$ cat src/rtl/spi_cmd_pkg.sv
// Shared types and constants for the SPI command receiver: FSM states, SPI mode
// and the frame-length helper used to size the shift register and bit counter.
package spi_cmd_pkg;

  typedef enum logic [1:0] {
    IDLE  = 2'd0,
    SHIFT = 2'd1,
    DONE  = 2'd2
  } spi_state_e;

  localparam bit SPI_CPOL = 1'b0;
  localparam bit SPI_CPHA = 1'b0;

  // A parity frame carries one trailing odd-parity bit after the data bits.
  function automatic int frame_len(input int cmd_w, input bit parity_en);
    return parity_en ? cmd_w + 1 : cmd_w;
  endfunction

endpackage

$ cat src/rtl/spi_pin_sync.sv
// Multi-flop synchroniser for the asynchronous SPI pads, with a sample-edge
// detector on dclk taken from the same stage that mosi is presented from.
module spi_pin_sync
  import spi_cmd_pkg::*;
#(
  parameter int SYNC_STG = 2
) (
  input  logic clk50m,
  input  logic rst_n,
  input  logic dclk_i,
  input  logic mosi_i,
  input  logic cs_n_i,
  output logic dclk_rise_o,
  output logic mosi_o,
  output logic cs_n_o
);

  logic [SYNC_STG-1:0] dclk_q;
  logic [SYNC_STG-1:0] mosi_q;
  logic [SYNC_STG-1:0] cs_n_q;
  logic                dclk_last_q;

  // cs_n resets to its inactive level so reset never looks like a frame start.
  always_ff @(posedge clk50m or negedge rst_n) begin
    if (!rst_n) begin
      dclk_q      <= {SYNC_STG{SPI_CPOL}};
      mosi_q      <= '0;
      cs_n_q      <= '1;
      dclk_last_q <= SPI_CPOL;
    end else begin
      dclk_q      <= {dclk_q[SYNC_STG-2:0], dclk_i};
      mosi_q      <= {mosi_q[SYNC_STG-2:0], mosi_i};
      cs_n_q      <= {cs_n_q[SYNC_STG-2:0], cs_n_i};
      dclk_last_q <= dclk_q[SYNC_STG-1];
    end
  end

  assign dclk_rise_o = (SPI_CPOL ^ SPI_CPHA) ? (~dclk_q[SYNC_STG-1] & dclk_last_q)
                                             : (dclk_q[SYNC_STG-1] & ~dclk_last_q);
  assign mosi_o      = mosi_q[SYNC_STG-1];
  assign cs_n_o      = cs_n_q[SYNC_STG-1];

endmodule

$ cat src/rtl/spi_cmd_rx.sv
// SPI slave command receiver: deserialises MSB-first frames into a valid/ready
// holding register. Define CMD_PARITY_EN to append and check an odd-parity bit.
module spi_cmd_rx
  import spi_cmd_pkg::*;
#(
  parameter int CMD_W    = 16,
  parameter int SYNC_STG = 2
) (
  input  logic             clk50m,
  input  logic             rst_n,
  input  logic             dclk,
  input  logic             mosi,
  input  logic             cs_n,
  output logic [CMD_W-1:0] cmd_data,
  output logic             cmd_valid,
  input  logic             cmd_ready,
  output logic             frame_err,
  output logic             overrun
);

`ifdef CMD_PARITY_EN
  localparam bit PARITY_EN = 1'b1;
`else
  localparam bit PARITY_EN = 1'b0;
`endif
  localparam int FRAME_LEN = frame_len(CMD_W, PARITY_EN);
  localparam int CNT_W     = $clog2(CMD_W + 2);
  localparam logic [CNT_W-1:0] LAST_CNT = CNT_W'(FRAME_LEN - 1);

  logic dclk_rise, mosi_s, cs_n_s;

  spi_pin_sync #(.SYNC_STG(SYNC_STG)) u_sync (
    .clk50m      (clk50m),
    .rst_n       (rst_n),
    .dclk_i      (dclk),
    .mosi_i      (mosi),
    .cs_n_i      (cs_n),
    .dclk_rise_o (dclk_rise),
    .mosi_o      (mosi_s),
    .cs_n_o      (cs_n_s)
  );

  spi_state_e           state_q, state_d;
  logic [CNT_W-1:0]     bit_cnt_q, bit_cnt_d;
  logic [FRAME_LEN-1:0] shift_q, shift_d;
  logic                 done_q, done_d;
  logic [CMD_W-1:0]     data_q, data_d;
  logic                 valid_q, valid_d;
  logic                 ferr_q, ferr_d;
  logic                 ovr_q, ovr_d;
  logic [CMD_W-1:0]     word;
  logic                 word_ok;

`ifdef CMD_PARITY_EN
  assign word    = shift_q[FRAME_LEN-1:1];
  assign word_ok = ^shift_q;
`else
  assign word    = shift_q;
  assign word_ok = 1'b1;
`endif

  always_ff @(posedge clk50m or negedge rst_n) begin
    if (!rst_n) begin
      state_q   <= IDLE;
      bit_cnt_q <= '0;
      shift_q   <= '0;
      done_q    <= 1'b0;
      data_q    <= '0;
      valid_q   <= 1'b0;
      ferr_q    <= 1'b0;
      ovr_q     <= 1'b0;
    end else begin
      state_q   <= state_d;
      bit_cnt_q <= bit_cnt_d;
      shift_q   <= shift_d;
      done_q    <= done_d;
      data_q    <= data_d;
      valid_q   <= valid_d;
      ferr_q    <= ferr_d;
      ovr_q     <= ovr_d;
    end
  end

  always_comb begin
    state_d   = state_q;
    bit_cnt_d = bit_cnt_q;
    shift_d   = shift_q;
    done_d    = 1'b0;
    data_d    = data_q;
    valid_d   = valid_q;
    ferr_d    = 1'b0;
    ovr_d     = 1'b0;

    // A last-bit edge wins over a coincident cs_n rise: that frame is complete.
    case (state_q)
      IDLE: begin
        if (!cs_n_s) begin
          state_d   = SHIFT;
          bit_cnt_d = '0;
        end
      end
      SHIFT: begin
        if (dclk_rise && bit_cnt_q == LAST_CNT) begin
          shift_d   = {shift_q[FRAME_LEN-2:0], mosi_s};
          bit_cnt_d = bit_cnt_q + CNT_W'(1);
          done_d    = 1'b1;
          state_d   = DONE;
        end else if (cs_n_s) begin
          ferr_d  = (bit_cnt_q != '0) || dclk_rise;
          state_d = IDLE;
        end else if (dclk_rise) begin
          shift_d   = {shift_q[FRAME_LEN-2:0], mosi_s};
          bit_cnt_d = bit_cnt_q + CNT_W'(1);
        end
      end
      DONE: begin
        if (cs_n_s) state_d = IDLE;
      end
      default: state_d = IDLE;
    endcase

    if (valid_q && cmd_ready) valid_d = 1'b0;

    // Commit one cycle after the frame's last bit; a full, unaccepted holder drops it.
    if (done_q) begin
      if (!word_ok) begin
        ferr_d = 1'b1;
      end else if (!valid_q || cmd_ready) begin
        data_d  = word;
        valid_d = 1'b1;
      end else begin
        ovr_d = 1'b1;
      end
    end
  end

  assign cmd_data  = data_q;
  assign cmd_valid = valid_q;
  assign frame_err = ferr_q;
  assign overrun   = ovr_q;

endmodule

$ cat config.mk
export PLATFORM = sky130hd
export DESIGN_NAME = spi_cmd_rx
export DESIGN_NICKNAME = d
export VERILOG_FILES = /design/src/rtl/spi_cmd_pkg.sv /design/src/rtl/spi_pin_sync.sv /design/src/rtl/spi_cmd_rx.sv
export SDC_FILE = /design/constraint.sdc
export NUM_CORES = 1
export LEC_CHECK = 0
export BUFFER_PORTS_ARGS = -buffer_cell sky130_fd_sc_hd__buf_2
export CELL_PAD_IN_SITES_DETAIL_PLACEMENT = 1
export CELL_PAD_IN_SITES_GLOBAL_PLACEMENT = 2
export CORE_UTILIZATION = 37
export CTS_BUF_LIST = sky130_fd_sc_hd__clkbuf_16
export CTS_CLUSTER_SIZE = 20
export DETAILED_ROUTE_END_ITERATION = 6
export PLACE_DENSITY_LB_ADDON = 0.1
export SLEW_MARGIN = 20
export SYNTH_ARGS = -nofsm -noshare
export SYNTH_HDL_FRONTEND = slang
export SYNTH_SLANG_ARGS = --single-unit
$ cat constraint.sdc
create_clock -name clk50m -period 1.8 [get_ports clk50m]
set_input_delay 0.36 -clock clk50m [delete_from_list [all_inputs] [get_ports clk50m]]
set_output_delay 0.36 -clock clk50m [all_outputs]
set_load 0.005 [all_outputs]
======== Word-level counts from Yosys, hierarchy flattened ========
Cells that the tools add are included.
storage, ports and cells
  register bits after elaboration ......... 50
  input bits .............................. 6
  output and inout port bits .............. 19
cells by class
  add/sub/neg operators ................... 1
  equal/unequal tests ..................... 7
  multiplexer cells ....................... 22
  bitwise operators ....................... 2
  reduce and logical (&&, ||, !) cells .... 12
operator list
  cell                   count
  $mux W16               3
  $mux W5                4
  $mux W1                10
  $pmux W5 S2            1
  $mux W2                3
  $ne A3 B3 Y1 const B   2
  $pmux W2 S3            1
  $add A5 B1 Y5 const B  1
  $eq A5 B4 Y1 const B   1
  $reduce_bool A5 Y1     1
  $ne A2 B2 Y1 const B   2
  $reduce_and A4 Y1      1
  $reduce_bool A2 Y1     2
  $reduce_and A3 Y1      1
  $eq A2 B1 Y1 const B   1
  $eq A2 B2 Y1 const B   1
  $logic_and A1 B1 Y1    2
  $logic_not A2 Y1       1
  $logic_or A1 B1 Y1     2
  $reduce_and A2 Y1      1
  $and A1 B1 Y1          1
  $logic_not A1 Y1       1
  $not A1 Y1             1

======== Depth between registers and ports, before layout ========
  depth in word-level cells ............... 6
  depth in mapped cells ................... 7

======== Modules after synthesis ========
Synthesis repeated with hierarchy kept, for this count alone.
unflattened totals
  cells, all modules ...................... 123
  area, all modules ....................... 1940.6 um^2
by module, submodules not included
  module        times used  cells each  area an instance (um^2)
  spi_cmd_rx    1           115         1749.2
  spi_pin_sync  1           8           191.4

======== Worst setup path after synthesis ========
Ideal clock, no wire load.
  kind .................................... register -> register
  start point ............................. register bit_cnt_q[0]
  end point ............................... register shift_q[10]
  arrival time ............................ 1750 ps
  data required time ...................... 1675 ps
  path slack .............................. -75 ps
  stages on the path, launching flop included .. 8
  clock period less this slack ............ 1875 ps
  cell sequence ........................... dfrtp_1 > ha_1 > and3_1 > ha_1 > nand2b_1 > nand3_4 > buf_6 > mux2_4
between the ends
  longest elaborated chain between the ends .. 4
ends and longest elaborated chain
  element                                                                     line               RTL
  start: declaration                                                          spi_cmd_rx.sv:44   logic [CNT_W-1:0] bit_cnt_q, bit_cnt_d;
  start signal: assignment                                                    spi_cmd_rx.sv:74   bit_cnt_q <= bit_cnt_d;
  $eq A5 B4 Y1 *                                                              spi_cmd_rx.sv:103  if (dclk_rise && bit_cnt_q == LAST_CNT) begin
  $logic_and A1 B1 Y1 *                                                       spi_cmd_rx.sv:103
  $ne A2 B2 Y1 (no source line) / $reduce_bool A2 Y1 (equally long branches)  n/a
  $reduce_and A3 Y1 (no source line)                                          n/a
  end signal: assignment                                                      spi_cmd_rx.sv:75   shift_q <= shift_d;
  end: declaration                                                            spi_cmd_rx.sv:45   logic [FRAME_LEN-1:0] shift_q, shift_d;
Every way passes the cells marked *; elsewhere a longest branch is shown, timed or not.
A chain may end at the register's enable or synchronous reset.

======== Final worst setup path ========
  start point ............................. register bit_cnt_q[1]
  end point ............................... register shift_q[10]
Same word-level chain as after synthesis.

==> reports/qor.yml <==
status: "complete, no violations"
rows: 26
syn_area_um2: 1980
setup-violations-final: 0
port_buffers: 24
synthAdderAreaFrac_pct: 1.89
whs_ns: 0.0425
dpl_worst_slack_ns: 0.00198
path_max_fanout: 7
setup_slack_ns: 0.0434
vias_per_cell: 4.64
syn_area_per_cell_um2: 15.9
antenna_cells: 0
fmax_ghz: 0.569
core_um2: 5140
worst_pin_slew_ns: 0.512
post_drt_wl_per_cell_um: 13.6
die-width_um: 75.2
tns_ns: 0
synth_xor_area_share_pct: 0.442
vias: 1108
areaGrowthSynthToFinish_pct: 25.6
hold_viol_final: 0
path_class: "flop to flop"
start_util_pct: 38.6
hp-class: "primary input to asynchronous set/reset pin"
antenna_left: 0
grt_pass1_vias: 1053
antenna_found_initial: 0
cts_tree: "yes"
die-area_um2: 5660
slew_viol_final: 0
finalPower_mw: 2.26
drc: 0
die_height_um: 75.2
p_leak_nw: 1.31
synth_cells: 125
r2r.worst_path.cells: 7
grtUsageTotal_pct: 13.1
critPathArrivalTime_ns: 1.93
clock_sinks: 50
crit_path_end_kind: "flop"
clk-insertion-delay-late_ns: 0.29
p_per_area_nw_per_um2: 906
nFillCells: 539
drt-total-wl_mm: 3.26
yosys_register_bits: 50
maxCapViolations: 0
grt_pass1_wl_mm: 5.20
synth_warnings: 0
ios: 25
clk_pin_slew_ns: 0.06
synth_simple_gate_area_share_pct: 7.44
ys_seq_area_share_pct: 63.2
finClkSkew_ns: 0.00378
placed_cell_area_um2: 2280
nets: 177
synth_top_family_by_area: "multiplexers"
synthMuxAreaShare_pct: 21.5
h-tree-depth: 2
fin_crit_ns: 1.76
clock_path_buffers: 2
final_cell_area_um2: 2490
post-route-period-util_pct: 97.6
worstPathRequired_ns: 1.97
syn_nets: 134
yosysUniqueCellTypes: 29
place_hpwl_mm: 2.34
slew_headroom_pct: 65.8
drive_gt1_share_pct: 53.3
peakVddDrop_mv: 0.390
dr.pass1.iters: 2
cts-hold-fix-buffers: 0
synth_compound_area_share_pct: 2.65
cts_inserted_buffers: 5
grt_max_degree: 30
drtIter0Drc: 43
cp-start-kind: "flop"
gp_congestion: 0.709
overflow: 0
cts_root_buffer: "clkbuf_16"
[final timing paths]
kind                       slack, ns          endpoint        startpoint
max                             0.04       shift_q[10]      bit_cnt_q[1]
min                             0.04      cmd_data[15]             rst_n
max reg2reg                     0.04       shift_q[10]      bit_cnt_q[1]
min reg2reg                     0.36  u_sync.dclk_q[1]  u_sync.dclk_q[0]
max in group asynchronous       1.24       cmd_data[7]             rst_n
min in group clk50m             0.17  u_sync.cs_n_q[0]              cs_n
[synth_stat cells (all sizes together)]
| master | count | area share (%) |
|---|---|---|
| dfrtp | 48 | 61 |
| mux2 | 32 | 21 |
| inv | 7 | 1.3 |
| nand2 | 4 | 0.88 |
| nand2b | 4 | 1.6 |
| buf | 3 | 1.5 |
| ha | 3 | 1.9 |
| o22ai | 3 | 0.95 |
| and2b | 2 | 1.0 |
| and3 | 2 | 0.63 |
| dfstp | 2 | 2.6 |
| nand3 | 2 | 1.1 |
| nor2 | 2 | 0.38 |
| a211oi | 1 | 0.38 |
| a221oi | 1 | 0.44 |
| a311oi | 1 | 0.44 |
| and4 | 1 | 0.44 |
| mux2i | 1 | 0.50 |
| nand4 | 1 | 0.32 |
| nor2b | 1 | 0.32 |
| nor3b | 1 | 0.38 |
| o221ai | 1 | 0.44 |
| or2 | 1 | 0.32 |
| xnor2 | 1 | 0.44 |
[placed cells by master, fill, tap and decap left out, types with 2 or more instances in the layout]
cell type and n:
inv_1 8, nand2b_1 2, and2b_4 2, mux2_2 17
dfrtp_1 48, nand2b_4 2, mux2_4 15, buf_12 2
buf_4 11, buf_2 24, clkbuf_16 6, nand2_1 3
nor2_1 2, dfstp_2 2, o22ai_1 3
[repair_timing]
item                       CTS  global route
setup buffers                0             3
setup endpoints to repair   12            15
gates cloned                 0             1
pin swaps                    0             2
gates resized for setup      1             4
[power breakdown]
part / leakage (nW) / total (mW) / internal (mW) / switching [mW]
clock: 0.0724 / 0.873 / 0.502 / 0.371
combinational: 0.566 / 0.156 / 0.0974 / 0.0589
sequential: 0.670 / 1.23 / 1.18 / 0.0451
[registers in the layout, summed over array words and instances, names as in the netlist]
signal / flops
cmd_data: 16
shift_q: 16
bit_cnt_q: 5
state_q: 2
u_sync.cs_n_q: 2
u_sync.dclk_q: 2
u_sync.mosi_q: 2
cmd_valid: 1
done_q: 1
frame_err: 1
overrun: 1
u_sync.dclk_last_q: 1
[critical path, stage by stage, from the launching register on]
cell and delay, ns:
dfrtp_1 0.40, ha_2 0.19, and3_4 0.18, ha_4 0.15, nand2b_4 0.14, nand3_4 0.12
clkbuf_16 0.17, mux2_4 0.29
[routing by layer]
| layer | share of wire (%) | global-route usage (%) | vias up |
|---|---|---|---|
| met2 | 47 | 19.5 | 23 |
| li1 | - | - | 523 |
| met3 | 4.0 | 4.55 | 6 |
| met4 | 1.8 | 6.17 | 0 |
| met1 | 47 | 17.3 | 556 |
| met5 | 0 | 0 | - |
[through the flow]
step | utilization, % | cells
2_1_floorplan | - | 125
3_3_place_gp | 44.3 | 227
3_5_place_dp | 44.3 | 227
4_1_cts | 47.1 | 235
5_1_grt | 48.5 | 239
6_report | 48.5 | 239
[cell families after synthesis]
family / after synthesis
AO/OA/AOI/OAI: 7
XOR/XNOR: 1
adder cells (fa/ha/maj): 3
buffers and inverters: 10
flip-flops: 50
multiplexers: 33
AND/OR/NAND/NOR: 21
[cell type report]
cell class	count	area (um^2)	area share (%)
Clock inverter	3	12.5	0.502
Inverter	7	26.3	1.05
Sequential cell	50	1250	50.3
Timing Repair Buffer	39	279	11.2
Clock buffer	5	125	5.02
Multi-Input combinational cell	65	707	28.4
Tap cell	70	87.6	3.52
(Power assumes the default switching activity.)
